## config.mk

```make
export PLATFORM = sky130hd
export DESIGN_NAME = ascii_recv
export DESIGN_NICKNAME = d
export VERILOG_FILES = /design/src/rtl/ascii_recv_pkg.sv /design/src/rtl/rx_tick_gen.sv /design/src/rtl/ascii_recv.sv
export SDC_FILE = /design/constraint.sdc
export NUM_CORES = 1
export LEC_CHECK = 0
export BUFFER_PORTS_ARGS = -buffer_cell sky130_fd_sc_hd__buf_2
export CORE_ASPECT_RATIO = 1.2
export CORE_MARGIN = 2
export CORE_UTILIZATION = 30
export DETAILED_ROUTE_END_ITERATION = 7
export GPL_ROUTABILITY_DRIVEN = 0
export PLACE_DENSITY = 0.44
export SLEW_MARGIN = 20
export SYNTH_ARGS = -nofsm -noshare
export SYNTH_HDL_FRONTEND = slang
export SYNTH_SLANG_ARGS = --single-unit
```

## constraint.sdc

```tcl
create_clock -name clk -period 2.9 [get_ports clk]
set_input_delay 0.29 -clock clk [delete_from_list [all_inputs] [get_ports clk]]
set_output_delay 0.29 -clock clk [all_outputs]
set_load 0.1 [all_outputs]
```

## src/rtl/ascii_recv_pkg.sv

```systemverilog
// Shared definitions for the UART byte receiver: FSM state encoding and
// oversampling constants.
package ascii_recv_pkg;

    typedef enum logic [1:0] {
        StIdle,
        StStart,
        StData,
        StStop
    } rx_state_e;

    localparam int unsigned Oversample = 16;
    localparam int unsigned StartMid   = 8;

endpackage

```

## src/rtl/rx_tick_gen.sv

```systemverilog
// Oversample tick generator: one-cycle pulse every DIV clocks; clr restarts the
// count so ticks line up with the detected start edge.
module rx_tick_gen #(
    parameter int unsigned DIV = 651
) (
    input  logic clk,
    input  logic reset,
    input  logic clr,
    output logic tick
);

    localparam int unsigned CntW = (DIV > 1) ? $clog2(DIV) : 1;
    localparam logic [CntW-1:0] CntLast = CntW'(DIV - 1);

    logic [CntW-1:0] cnt_q;

    always_ff @(posedge clk or negedge reset) begin
        if (!reset) begin
            cnt_q <= '0;
        end else if (clr || cnt_q == CntLast) begin
            cnt_q <= '0;
        end else begin
            cnt_q <= cnt_q + 1'b1;
        end
    end

    assign tick = (cnt_q == CntLast);

endmodule

```

## src/rtl/ascii_recv.sv

```systemverilog
// UART 8N1 receiver with 16x oversampling and a small register FIFO for
// received bytes; reports framing errors and dropped bytes as pulses.
module ascii_recv
    import ascii_recv_pkg::*;
#(
    parameter int unsigned CLK_HZ     = 100_000_000,
    parameter int unsigned BAUD       = 9600,
    parameter int unsigned FIFO_DEPTH = 4
) (
    input  logic       clk,
    input  logic       reset,
    input  logic       rx,
    input  logic       rd_en,
    output logic [7:0] rd_data,
    output logic       empty,
    output logic       full,
    output logic       rx_busy,
    output logic       frame_err,
    output logic       overrun
);

    localparam int unsigned DIV  = CLK_HZ / (BAUD * Oversample);
    localparam int unsigned PtrW = $clog2(FIFO_DEPTH);
    localparam logic [PtrW:0] CountFull = (PtrW + 1)'(FIFO_DEPTH);

    logic rx_meta_q, rx_s_q;

    always_ff @(posedge clk or negedge reset) begin
        if (!reset) begin
            rx_meta_q <= 1'b1;
            rx_s_q    <= 1'b1;
        end else begin
            rx_meta_q <= rx;
            rx_s_q    <= rx_meta_q;
        end
    end

    logic tick, tick_clr;

    rx_tick_gen #(
        .DIV (DIV)
    ) u_tick_gen (
        .clk   (clk),
        .reset (reset),
        .clr   (tick_clr),
        .tick  (tick)
    );

    rx_state_e  state_q, state_d;
    logic [3:0] tick_cnt_q, tick_cnt_d;
    logic [2:0] bit_cnt_q, bit_cnt_d;
    logic [7:0] shift_q, shift_d;
    logic       stop_done;

    always_ff @(posedge clk or negedge reset) begin
        if (!reset) begin
            state_q    <= StIdle;
            tick_cnt_q <= '0;
            bit_cnt_q  <= '0;
            shift_q    <= '0;
        end else begin
            state_q    <= state_d;
            tick_cnt_q <= tick_cnt_d;
            bit_cnt_q  <= bit_cnt_d;
            shift_q    <= shift_d;
        end
    end

    always_comb begin
        state_d    = state_q;
        tick_cnt_d = tick_cnt_q;
        bit_cnt_d  = bit_cnt_q;
        shift_d    = shift_q;
        tick_clr   = 1'b0;
        stop_done  = 1'b0;
        unique case (state_q)
            StIdle: begin
                if (!rx_s_q) begin
                    state_d    = StStart;
                    tick_clr   = 1'b1;
                    tick_cnt_d = '0;
                    bit_cnt_d  = '0;
                end
            end
            StStart: begin
                if (tick) begin
                    if (tick_cnt_q == 4'(StartMid - 1)) begin
                        tick_cnt_d = '0;
                        state_d    = rx_s_q ? StIdle : StData;
                    end else begin
                        tick_cnt_d = tick_cnt_q + 4'd1;
                    end
                end
            end
            StData: begin
                // 4-bit tick count wraps naturally every 16 ticks
                if (tick) begin
                    tick_cnt_d = tick_cnt_q + 4'd1;
                    if (tick_cnt_q == 4'(Oversample - 1)) begin
                        shift_d   = {rx_s_q, shift_q[7:1]};
                        bit_cnt_d = bit_cnt_q + 3'd1;
                        if (bit_cnt_q == 3'd7) begin
                            state_d = StStop;
                        end
                    end
                end
            end
            StStop: begin
                if (tick) begin
                    tick_cnt_d = tick_cnt_q + 4'd1;
                    if (tick_cnt_q == 4'(Oversample - 1)) begin
                        stop_done = 1'b1;
                        state_d   = StIdle;
                    end
                end
            end
            default: state_d = StIdle;
        endcase
    end

    logic [7:0]      mem_q [FIFO_DEPTH];
    logic [PtrW-1:0] wr_ptr_q, rd_ptr_q;
    logic [PtrW:0]   count_q;
    logic            frame_err_q, overrun_q;
    logic            stop_ok, pop, push;

    assign stop_ok = stop_done & rx_s_q;
    assign pop     = rd_en & ~empty;
    // A pop in the same cycle frees the slot, so a full FIFO still accepts the byte
    assign push    = stop_ok & (~full | pop);

    always_ff @(posedge clk or negedge reset) begin
        if (!reset) begin
            mem_q       <= '{default: '0};
            wr_ptr_q    <= '0;
            rd_ptr_q    <= '0;
            count_q     <= '0;
            frame_err_q <= 1'b0;
            overrun_q   <= 1'b0;
        end else begin
            if (push) begin
                mem_q[wr_ptr_q] <= shift_q;
                wr_ptr_q        <= wr_ptr_q + 1'b1;
            end
            if (pop) begin
                rd_ptr_q <= rd_ptr_q + 1'b1;
            end
            if (push && !pop) begin
                count_q <= count_q + 1'b1;
            end else if (pop && !push) begin
                count_q <= count_q - 1'b1;
            end
            frame_err_q <= stop_done & ~rx_s_q;
            overrun_q   <= stop_ok & full & ~pop;
        end
    end

    assign rd_data   = mem_q[rd_ptr_q];
    assign empty     = (count_q == '0);
    assign full      = (count_q == CountFull);
    assign rx_busy   = (state_q != StIdle);
    assign frame_err = frame_err_q;
    assign overrun   = overrun_q;

endmodule

```

Word-level counts from Yosys, hierarchy flattened
Cells that the tools add are included.
Word-level totals
  register bits: 70
  bits of input ports: 4
  output and inout port bits: 13
  logic and storage cells: 105
Operators by class
  $add $sub $neg: 7
  $lt $le $gt $ge: 3
  equality and inequality tests: 17
  mux-type cells: 33
  bitwise operators: 13
  reduce and logical (&&, ||, !) cells: 16
Operators by type and width (number)
  $bwmux 32: 1
  $mux 8: 3
  $mux 2: 9
  $bmux 8 s2: 1
  $demux 8 s2: 1
  $mux 4: 4
  $ne 2x2->1 const B: 8
  $mux 3: 5
  $pmux 4 s3: 1
  $add 10x1->10 const B: 1
  $eq 10x10->1 const B: 1
  $mux 10: 1
  $pmux 2 s4: 1
  $reduce_and 8->1: 1
  $add 3x1->3 const B: 2
  $and 1x1->1: 6
  $eq 3x3->1 const B: 2
  $ge 3x3->1 const B: 2
  $not 2->3: 2
  $pmux 3 s2: 1
  $reduce_and 3->1: 2
  $reduce_bool 2->1: 3
  $mux 1: 5
  $add 2x1->2 const B: 2
  17 further kinds: 24

Logic depth before layout (Yosys ltp)
Gate-level depths: netlist of the first run.
  depth in word-level cells: 10
  gate-level depth with buffers: 12
  gate-level depth less buffers: 12

Modules after synthesis
From an unflattened synthesis of the first run, not the netlist that was laid out.
Second synthesis, totals
  cells, all modules: 241
  area total of the unflattened synthesis: 3303.2 um2
By module, submodules not included
  ascii_recv: times used 1, cells an instance 190, area an instance 2790.2 um2, seq. area each 1503.9 um2
  rx_tick_gen: times used 1, cells an instance 51, area an instance 513.0 um2, seq. area each 250.2 um2

Least setup slack after synthesis of the first run
Ideal clock, no wire load.
  path type: reg2reg
  start point: register count_q[0]
  end point: register count_q[2]
  library setup time: 0.079 ns
  arrival time: 3.865 ns
  data required time: 2.821 ns
  setup slack: -1.045 ns
  cell stages (with the launch flop): 9
  buffers on the path: 0
  period minus slack after synthesis: 3.945 ns
  path through: dfrtp_1 > nor3_1 > nand2b_1 > ha_1 > inv_1 > fa_1 > xor2_1 > nor2_1 > xor2_1
On the way
  word-level cells in the longest chain between the ends: 8
  elaborated cells on any way between the ends: 16
  classes of those cells: add/sub: 2; eq/ne: 1; mux: 2; bitwise: 5; reduce/logical: 6
RTL lines
  start, declared: RTL line ascii_recv.sv:123  | logic [PtrW:0] count_q;
  start signal, assigned: RTL line ascii_recv.sv:149  | count_q <= count_q + 1'b1;
  start signal, assigned: RTL line ascii_recv.sv:151  | count_q <= count_q - 1'b1;
  $logic_not 3->1 (*): RTL line ascii_recv.sv:159  | assign empty = (count_q == '0);
  via empty: RTL line ascii_recv.sv:15  | output logic empty,
  $not 1->1 (*): RTL line ascii_recv.sv:128  | assign pop = rd_en & ~empty;
  $and 1x1->1 (*): RTL line ascii_recv.sv:128
  $or 1x1->1: RTL line ascii_recv.sv:130  | assign push = stop_ok & (~full | pop);
  $and 1x1->1: RTL line ascii_recv.sv:130
  $logic_not 1->1: RTL line ascii_recv.sv:150  | end else if (pop && !push) begin
  $logic_and 1x1->1: RTL line ascii_recv.sv:150
  $reduce_bool 2->1 (no line)
Mark *: on every way through the listed nets, which the timed path passes. The rest lies on a longest branch. The select of a mux whose other input is x is not followed.
A chain may end at the register's enable or synchronous reset.

Final worst setup path of the first run
  start point: register count_q[1]
  end point: register count_q[1]
On the way
  word-level cells in the longest chain between the ends: 8
  elaborated cells on any way between the ends: 16
  classes of those cells: add/sub: 2; eq/ne: 1; mux: 2; bitwise: 5; reduce/logical: 6
RTL lines
  $logic_not 3->1: RTL line ascii_recv.sv:159
  $not 1->1: RTL line ascii_recv.sv:128
  $and 1x1->1: RTL line ascii_recv.sv:128
  $or 1x1->1 (*): RTL line ascii_recv.sv:130
  $and 1x1->1 (*): RTL line ascii_recv.sv:130
  via push: RTL line ascii_recv.sv:125  | logic stop_ok, pop, push;
  $logic_not 1->1: RTL line ascii_recv.sv:150
  $logic_and 1x1->1: RTL line ascii_recv.sv:150
  $reduce_bool 2->1 (no line)
Marks and branches as above.

==> flow_metrics.tcl, run 1 <==
set metrics [dict create \
    synthCells 240 \
    grt_pass1_vias 2018 \
    ys_seq_area_frac 0.544 \
    holdPathStages 1 \
    cts_tree "done" \
    synth_cell_types 38 \
    power_frac_comb 0.113 \
    cts_resized 0 \
    synth_area_um2 3220 \
    p_leak_nw 1.83 \
    dr_total_vias 1916 \
    p_int_mw 1.83 \
    htreeDepth 3 \
    status "finished clean" \
    io_pins 17 \
    worstHoldEndpoint "rx_meta_q$_DFF_PN1_" \
    syn-num-nets 255 \
    irDropWorstVdd_v 0.000267 \
    wl_per_cell_um 15.3 \
    worstSetupPathType "reg -> reg" \
    grt_use_met2 0.179 \
    initial_core_util 0.307 \
    post-place-cells 384 \
    rsz0062_at_grt "no" \
    p_switching_mw 0.679 \
    p_total_mw 2.51 \
    antenna_cells 0 \
    cts_buffers 9 \
    die_y_um 118 \
    crit_path_max_fanout 5 \
    nNetsFinal 282 \
    maxCapViolations 0 \
    critPathCaptureType "flip-flop" \
    p_sw_frac 0.270 \
    first_iter_violations 73 \
    r2r-start "count_q[1]$_DFFE_PN0P_" \
    reg2reg_slack_ns 0.28 \
    grt_pass1_wl_um 10500 \
    clock_skew_ns 0.00761 \
    grt_use_met1 0.155 \
    stdcell_count 401 \
    synth_top_cell_area_share 0.528 \
    tightestPinTransition_ns 0.666 \
    relSlewSlack 0.556 \
    layout-drive-gt1-share 0.357 \
    power_density_nw_per_um2 660 \
    fp.dieArea_um2 11600 \
    first_pass_iters 4 \
    die_x_um 98.6 \
    via_per_inst 4.78 \
    cts_sinks 70 \
    antenna_left 0 \
    syn_area_per_cell_um2 13.4 \
    synth-warning-count 0 \
    cts_setup_buffers 0 \
    fin_setup_tns_ns 0 \
    synth_area_leaders "dfrtp_1 (53%), mux2_2 (12%), mux4_2 (5.6%), ha_1 (3.9%), mux2_4 (3.3%)" \
    num_rows 41 \
    arrival_ns 2.83 \
    grt_busiest_layer "met2" \
    hpwl_um 4160 \
    yosysTopAreaCell "dfrtp_1" \
    worstPathRequired_ns 3.11 \
    start_kind "flip-flop" \
    ys.flop_type "dfrtp_1" \
    insertion_delay_ns 0.33 \
    timing.fmax_ghz 0.382 \
    slew_violations 0 \
    core_area_um2 10500 \
    hold_viol_final 0 \
    hold_class "in -> reg" \
    power.clock.fraction 0.438 \
    clkTransAtPathRegs_ns 0.06 \
    area_growth_pct 18.0 \
    overflow 0 \
    clockBufferDepth 2 \
    finalSetupViolations 0 \
    r2r-end "count_q[1]$_DFFE_PN0P_" \
    finalCritPeriodShare 0.902 \
    cts-root-buf "clkbuf_16" \
    worstHoldStart "rx" \
    use_met3 0.0315 \
    totalWireLength_um 6120 \
    ys_async_sr_fraction 1.00 \
    drc 0 \
    track_usage 0.117 \
    antenna_found_initial 0 \
    utilization 0.362 \
    portBuffers 16 \
    period_needed_ns 2.62 \
    grt_max_degree 26 \
    ys_seq_elements 70 \
    seq_power_share 0.448 \
    reg2regPathDepth 8 \
    synth_edf_count 0 \
]
-- worst max path at each step --
stage	startpoint	endpoint	slack [ns]	cells after the start
6_report	count_q[1]$_DFFE_PN0P_	count_q[1]$_DFFE_PN0P_	0.28	8
5_1_grt	count_q[1]$_DFFE_PN0P_	count_q[1]$_DFFE_PN0P_	0.18	8
4_1_cts	count_q[1]$_DFFE_PN0P_	count_q[1]$_DFFE_PN0P_	0.26	8
3_5_place_dp	count_q[1]$_DFFE_PN0P_	count_q[1]$_DFFE_PN0P_	0.27	8
3_3_place_gp	count_q[1]$_DFFE_PN0P_	count_q[1]$_DFFE_PN0P_	0.31	8
2_1_floorplan	count_q[0]$_DFFE_PN0P_	count_q[2]$_DFFE_PN0P_	0.31	8
-- cell type report --
type	instances	area (um2)
repair buffers	24	143
multi-input cells	151	1410
clock inverters	5	58.8
well taps	129	161
inverters	11	41.3
flip-flops and latches	70	1750
clock buffers	11	243
fillers	1034	6710
-- power groups by stage --
stage                     clock network, mW  registers (mW)  logic, mW
after floorplan                           0            1.08      0.268
after CTS                              1.13            1.13      0.292
final                                  1.10            1.13      0.285
after global routing                   1.18            1.14      0.307
after global placement                    0            1.15      0.288
after detailed placement                  0            1.15      0.291
-- cell families (layout without fill, tap and decap cells) --
group                    count (synthesis)  in the layout  synth area share
AO/OA/AOI/OAI                            7              7            0.0175
adder cells (fa/ha/maj)                 11             11            0.0450
XOR/XNOR                                15             15            0.0407
multiplexers                            53             53             0.220
AND/OR/NAND/NOR                         65             65             0.107
buffers and inverters                   19             51            0.0252
flip-flops                              70             70             0.544
-- per-layer routing --
metal	part of all wire	vias to the layer above
li1	-	904
met1	0.48	983
met2	0.48	21
met3	0.027	8
met4	0.016	0
met5	0	-
-- what timing repair did --
action | in CTS | in global routing
hold buffers | 1 | 0
hold endpoints to repair | 22 | 0
setup endpoints to repair | 0 | 0
-- synth_stat cells (6+ instances only) --
cell type   n
xnor2_1    11
inv_1      11
ha_1       10
mux4_2      8
dfrtp_1    68
nor3_1      6
nand2_1    14
mux2_2     35
mux2_4      7
nand3_1    11
nor2_1     14
-- through the flow --
step	hold slack, ns	area [um2]	setup slack [ns]
CTS	0.0418	3810	0.259
detailed placement	0.333	3490	0.271
floorplan	-0.00559	3240	0.307
finish	0.0571	3810	0.283
global placement	0.335	3490	0.314
global route	0.0391	3810	0.176
-- worst max-delay path, stage by stage, from the launching register on --
cell	delay, ns
dfrtp_1	0.46
or4b_2	0.70
nor2b_1	0.21
nand2_1	0.14
inv_1	0.06
ha_1	0.20
inv_1	0.07
fa_1	0.40
mux2_2	0.27
-- flip-flops by register name, summed over array words and instances, names as in the netlist, named ones only --
signal            cells
wr_ptr_q              2
shift_q               8
bit_cnt_q             3
overrun               1
u_tick_gen.cnt_q     10
frame_err             1
tick_cnt_q            4
rx_s_q                1
count_q               3
state_q               1
rx_meta_q             1
mem_q                32
rd_ptr_q              2
-- cells in the final DEF (no fill, tap or decap), types with 2 or more instances in the layout --
cell and instances:
mux2_2 35, clkinvlp_4 2, nor4_1 4, buf_2 16, nand3b_1 2, dfstp_2 2
clkbuf_16 9, nor2_1 14, mux2_4 7, o31ai_1 2, buf_4 7, mux2i_1 3
ha_1 10, or3_1 2, inv_1 11, o211ai_1 2, xnor2_1 11, xor2_1 4
dfrtp_1 68, nand3_1 11, mux4_2 8, nand2_1 14, nor3_1 5, or4_1 2
No activity file was read; power rests on OpenSTA's default activity.
==> run 2: changes to the inputs <==
Settings changed: PLACE_DENSITY 0.44 to 0.53, SYNTH_HIERARCHICAL set to 1.
==> run 2 against run 1 <==
Register-to-register slack improved by 0.02 ns. Clock-buffer cell count rose by 1. Total power rose by 0.14%. Sequential cell count unchanged. Combinational power decreased by 5%. Highest routed layer unchanged. Non-clock buffer count up 1. Via count grew 1.5%. Critical path type unchanged. First-iteration DRC count decreased by 38%. Largest cell class unchanged.
==> flow_metrics.tcl, run 2 <==
set metrics [dict create \
    core_area_um2 10600 \
    dr_total_vias 1945 \
    top_regs "mem_q: 32 flops, u_tick_gen/cnt_q: 10 flops, shift_q: 8 flops" \
    clockBufferDepth 2 \
    maxCapViolations 0 \
    synth_area_um2 3300 \
    synth_common_cells "dfrtp_1 (68), mux2_2 (40), ha_1 (10), inv_1 (9), nand2_1 (9)" \
    antenna_found_initial 0 \
    syn_area_per_cell_um2 13.7 \
    area_growth_pct 17.4 \
    wl_per_cell_um 14.9 \
    first_iter_violations 45 \
    arrival_ns 2.85 \
    antenna_left 0 \
    synth_cell_types 49 \
    tightestPinTransition_ns 0.644 \
    ys_seq_elements 70 \
    grt_pass1_wl_um 9890 \
    fin_area_um2 3880 \
    multi_input_area_um2 1470 \
    power_frac_comb 0.107 \
    ys_seq_area_frac 0.531 \
    antenna_cells 0 \
    hpwl_um 4080 \
    clkTransAtPathRegs_ns 0.05 \
    num_rows 41 \
    stdcell_count 399 \
    hold_viol_final 0 \
    drc 0 \
    rsz0062_at_grt "no" \
    final_cell_mix "dfrtp_1 (68), mux2_2 (40), buf_2 (16)" \
    hold_class "in -> reg" \
    insertion_delay_ns 0.32 \
    p_leak_nw 1.79 \
    die_x_um 99.8 \
    io_pins 17 \
    power_density_nw_per_um2 649 \
    top_register "mem_q" \
    syn-num-nets 256 \
    grt_max_degree 27 \
    overflow 0 \
    synthCells 241 \
    p_sw_frac 0.259 \
    clock_skew_ns 0.00641 \
    synth-warning-count 6 \
    ff_latch_area_um2 1750 \
    first_pass_iters 4 \
    fin_setup_tns_ns 0 \
    cts_sinks 70 \
    period_needed_ns 2.60 \
    fillCellCount 1027 \
    post-place-cells 383 \
    cts_buffers 9 \
    synth_edf_count 0 \
    power.clock.fraction 0.442 \
    yosysMostFrequentCell "dfrtp_1" \
    dpl-instance-area_um2 3550 \
    totalWireLength_um 5960 \
    cts-root-buf "clkbuf_16" \
    finalSetupViolations 0 \
    fp.dieArea_um2 11900 \
    track_usage 0.108 \
    crit_path_max_fanout 5 \
    grt_pass1_vias 1949 \
    largest_reg_flops 32 \
    status "finished clean" \
    critPathCaptureType "flip-flop" \
    die_y_um 119 \
    synth_area_leaders "dfrtp_1 (52%), mux2_2 (14%), mux4_2 (5.5%), ha_1 (3.8%), nand4_4 (2.6%)" \
    layout-drive-gt1-share 0.378 \
    synth_top_cell_area_share 0.515 \
    htreeDepth 3 \
    slew_violations 0 \
    portBuffers 16 \
    nNetsFinal 281 \
    yosysTopAreaCell "dfrtp_1" \
    cts_tree "done" \
    ys_async_sr_fraction 1.00 \
    relSlewSlack 0.571 \
    p_int_mw 1.87 \
    timing.fmax_ghz 0.385 \
    worstPathRequired_ns 3.15 \
    p_switching_mw 0.651 \
    start_kind "flip-flop" \
    irDropWorstVdd_v 0.000278 \
    ys.flop_type "dfrtp_1" \
    finalCritPeriodShare 0.895 \
    layout_commonest_cell "dfrtp_1" \
    initial_core_util 0.311 \
    seq_power_share 0.451 \
    worstSetupPathType "reg -> reg" \
    via_per_inst 4.87 \
]
==> run 2: changes by cell type in the layout (fill, tap and decap cells not counted), sizes merged, moves of 3 or more <==
cell	change
nand3	-4
xnor2	-5
a21oi	+6
nor2	-6
nand2	-5
nor4	-5
nand4	+8
o21ai	+6
nor3	-3
==> run 2: through the flow <==
stage	utilization	hold WS (ns)	setup slack, ns	power [mW]
after floorplan	-	-0.00559	0.0732	1.36
after detailed placement	0.335	0.294	0.190	1.43
after global placement	0.335	0.289	0.225	1.43
after CTS	0.365	0.0567	0.167	2.56
final	0.365	0.0704	0.304	2.52
after global routing	0.365	0.0508	0.0464	2.63
==> run 2: power groups by stage <==
stage | sequential (mW) | clock, mW | combinational, mW
finish | 1.14 | 1.11 | 0.270
floorplan | 1.08 | 0 | 0.282
global placement | 1.16 | 0 | 0.270
detailed placement | 1.16 | 0 | 0.273
CTS | 1.14 | 1.14 | 0.275
global route | 1.15 | 1.19 | 0.289
==> run 2: layout make-up <==
cell class                 instances  share of cell area
sequential                        70               0.452
timing repair buffer              25              0.0387
multi-input combinational        151               0.379
clock buffer                      12              0.0687
tap                              129              0.0416
clock inverter                     3              0.0110
inverter                           9             0.00871
==> run 2: kinds of logic after synthesis <==
family                   synth area share
adder cells (fa/ha/maj)            0.0439
XOR/XNOR                           0.0265
AO/OA/AOI/OAI                      0.0485
AND/OR/NAND/NOR                     0.112
flip-flops                          0.531
multiplexers                        0.207
buffers and inverters              0.0311
==> run 2: worst paths after layout <==
kind,startpoint,to,slack [ns],cells after the start
max in group asynchronous,reset,rx_s_q$_DFF_PN1_,1.65,3
hold / removal,rx,rx_meta_q$_DFF_PN1_,0.07,1
min in group asynchronous,reset,tick_cnt_q[0]$_DFFE_PN0P_,0.47,2
hold reg to reg,rx_meta_q$_DFF_PN1_,rx_s_q$_DFF_PN1_,0.35,0
setup reg to reg,u_tick_gen/cnt_q[0]$_DFF_PN0_,count_q[2]$_DFFE_PN0P_,0.30,13
setup / recovery,u_tick_gen/cnt_q[0]$_DFF_PN0_,count_q[2]$_DFFE_PN0P_,0.30,13
==> run 2: repair_timing <==
item / CTS / global route
hold endpoints to repair: 19 / 0
gates resized for setup: 0 / 1
endpoints found under the setup margin: 0 / 1
buffers inserted: 0 / 0
hold buffers: 1 / 0
==> run 2: critical path, cell delays in order, from the launching register on <==
cell and delay (ns):
dfrtp_1 0.41, inv_1 0.07, ha_1 0.14, nor4b_2 0.23
and4_1 0.26, and4_1 0.24, nand3_1 0.10, inv_1 0.07
ha_1 0.17, inv_1 0.06, fa_1 0.37, xor2_1 0.15
nor2_1 0.11, xor2_1 0.14
==> run 2: metal layers <==
metal / global-route usage / routed length, um
met1: 0.143 / 2790
met2: 0.168 / 2930
met3: 0.0305 / 160
met4: 0.0437 / 76
met5: 0 / 0
==> run 3: changes to the inputs <==
Settings changed: REMOVE_ABC_BUFFERS set to 1, SLEW_MARGIN 20 to unset.
==> run 3 against run 2 <==
Critical path depth is the same. Core utilization shrank 0.40 points. Clock power shrank 8%. Cell area shrank 1.1%. Sequential cell count is the same.
==> flow_metrics.tcl, run 3 (same netlist as run 2, synthesis figures left out) <==
set metrics [dict create \
    cts_buffers 9 \
    totalWireLength_um 5790 \
    hold_viol_final 0 \
    dr_total_vias 1949 \
    cts-root-buf "clkbuf_16" \
    power_frac_comb 0.109 \
    p_sw_frac 0.263 \
    drc 0 \
    clkTransAtPathRegs_ns 0.05 \
    htreeDepth 3 \
    first_iter_violations 64 \
    cts_tree "done" \
    worstSetupPathType "reg -> reg" \
    grt_pass1_wl_um 9940 \
    period_needed_ns 2.61 \
    critPathCaptureType "flip-flop" \
    layout-drive-gt1-share 0.368 \
    top_regs "mem_q: 32 flops, u_tick_gen/cnt_q: 10 flops, shift_q: 8 flops" \
    maxCapViolations 0 \
    cts_setup_buffers 0 \
    track_usage 0.110 \
    insertion_delay_ns 0.32 \
    p_int_mw 1.78 \
    p_switching_mw 0.634 \
    rsz0062_at_grt "no" \
    portBuffers 16 \
    worstPathRequired_ns 3.15 \
    top_register "mem_q" \
    finalSetupViolations 0 \
    area_growth_pct 16.1 \
    ff_latch_area_um2 1750 \
    nNetsFinal 279 \
    via_per_inst 4.90 \
    grt_max_degree 39 \
    clockBufferDepth 2 \
    power_density_nw_per_um2 629 \
    antenna_left 0 \
    hpwl_um 3910 \
    tightestPinTransition_ns 0.782 \
    slew_violations 0 \
    relSlewSlack 0.479 \
    multi_input_area_um2 1450 \
    initial_core_util 0.311 \
    wl_met3_um 183 \
    seq_power_share 0.466 \
    crit_path_max_fanout 5 \
    antenna_cells 0 \
    arrival_ns 2.85 \
    utilization 0.361 \
    route.layer.met1.wl_um 2580 \
    status "finished clean" \
    final_cell_mix "dfrtp_1 (68), mux2_2 (40), buf_2 (16)" \
    met2_length_um 2880 \
    power.clock.fraction 0.425 \
    p_leak_nw 1.77 \
    largest_reg_flops 32 \
    top_layer "met4" \
    irDropWorstVdd_v 0.000260 \
    die_x_um 99.8 \
    cts_sinks 70 \
    hold_class "in -> async" \
    post-place-cells 382 \
    core_area_um2 10600 \
    timing.fmax_ghz 0.384 \
    wl_per_cell_um 14.6 \
    antenna_found_initial 0 \
    overflow 0 \
    num_rows 41 \
    fillCellCount 1007 \
    io_pins 17 \
    stdcell_count 398 \
    clock_skew_ns 0.00336 \
    fp.dieArea_um2 11900 \
    layout_commonest_cell "dfrtp_1" \
    start_kind "flip-flop" \
    first_pass_iters 4 \
    finalCritPeriodShare 0.899 \
    p_total_mw 2.41 \
    grt_pass1_vias 1961 \
    die_y_um 119 \
]
[run 3: cell types whose count changed in the layout (fill, tap and decap cells not counted)]
cell | previous run | this run
nor3_1 | 2 | 3
buf_4 | 8 | 6
buf_12 | 0 | 1
nor3_4 | 1 | 0
nor3b_1 | 1 | 2
bufinv_16 | 1 | 0
clkinv_2 | 1 | 2
dlygate4sd3_1 | 1 | 0
nor3b_2 | 1 | 0
clkbuf_1 | 0 | 1
[run 3: timing repair]
action | 4_1_cts | 5_1_grt
resized for setup | 0 | 1
hold buffers | 0 | 0
setup endpoints to repair | 0 | 1
[run 3: power by group through the flow]
stage          Sequential, mW  Combinational [mW]  Clock, mW
5_1_grt                  1.14               0.287       1.10
3_5_place_dp             1.15               0.269          0
4_1_cts                  1.14               0.269       1.06
6_report                 1.12               0.263       1.02
3_3_place_gp             1.15               0.264          0
2_1_floorplan            1.11               0.215          0
[run 3: critical path: stages (launching register included)]
cell and delay, ns:
dfrtp_1 0.41, inv_1 0.07, ha_1 0.14, nor4b_2 0.22, and4_1 0.26, and4_1 0.25, nand3_1 0.10, inv_1 0.07
ha_1 0.17, inv_1 0.06, fa_1 0.37, xor2_1 0.15, nor2_1 0.11, xor2_1 0.14
[run 3: final timing paths]
check / startpoint / to / slack [ns] / depth (start not counted)
worst min register to register: rx_meta_q$_DFF_PN1_ / rx_s_q$_DFF_PN1_ / 0.35 / 0
worst max register to register: u_tick_gen/cnt_q[0]$_DFF_PN0_ / count_q[2]$_DFFE_PN0P_ / 0.29 / 13
worst min-delay path: reset / overrun$_DFF_PN0_ / 0.05 / 1
worst max-delay path: u_tick_gen/cnt_q[0]$_DFF_PN0_ / count_q[2]$_DFFE_PN0P_ / 0.29 / 13
max in group asynchronous: reset / rx_meta_q$_DFF_PN1_ / 2.14 / 2
min in group clk: rx / rx_meta_q$_DFF_PN1_ / 0.07 / 1
[run 3: final cells by class]
cell class	count	area share
clock buffers	13	0.0705
clock inverters	3	0.00457
inverters	9	0.00881
multi-input cells	151	0.379
flip-flops and latches	70	0.457
well taps	129	0.0421
repair buffers	23	0.0378
[run 3: metal layers]
metal / vias up / GRT usage
met5: - / 0
met4: 0 / 0.0565
met3: 12 / 0.0235
met2: 28 / 0.176
met1: 978 / 0.139
li1: 931 / -
[run 3: per-stage QoR]
| step | area (um2) | setup TNS [ns] | hold slack (ns) | setup slack (ns) |
|---|---|---|---|---|
| floorplan | 3230 | -2.82 | -0.00559 | -1.02 |
| global placement | 3540 | 0 | 0.347 | 0.230 |
| detailed placement | 3540 | 0 | 0.347 | 0.188 |
| CTS | 3830 | 0 | 0.0521 | 0.160 |
| global route | 3830 | 0 | 0.0532 | 0.0338 |
| finish | 3830 | 0 | 0.0473 | 0.294 |
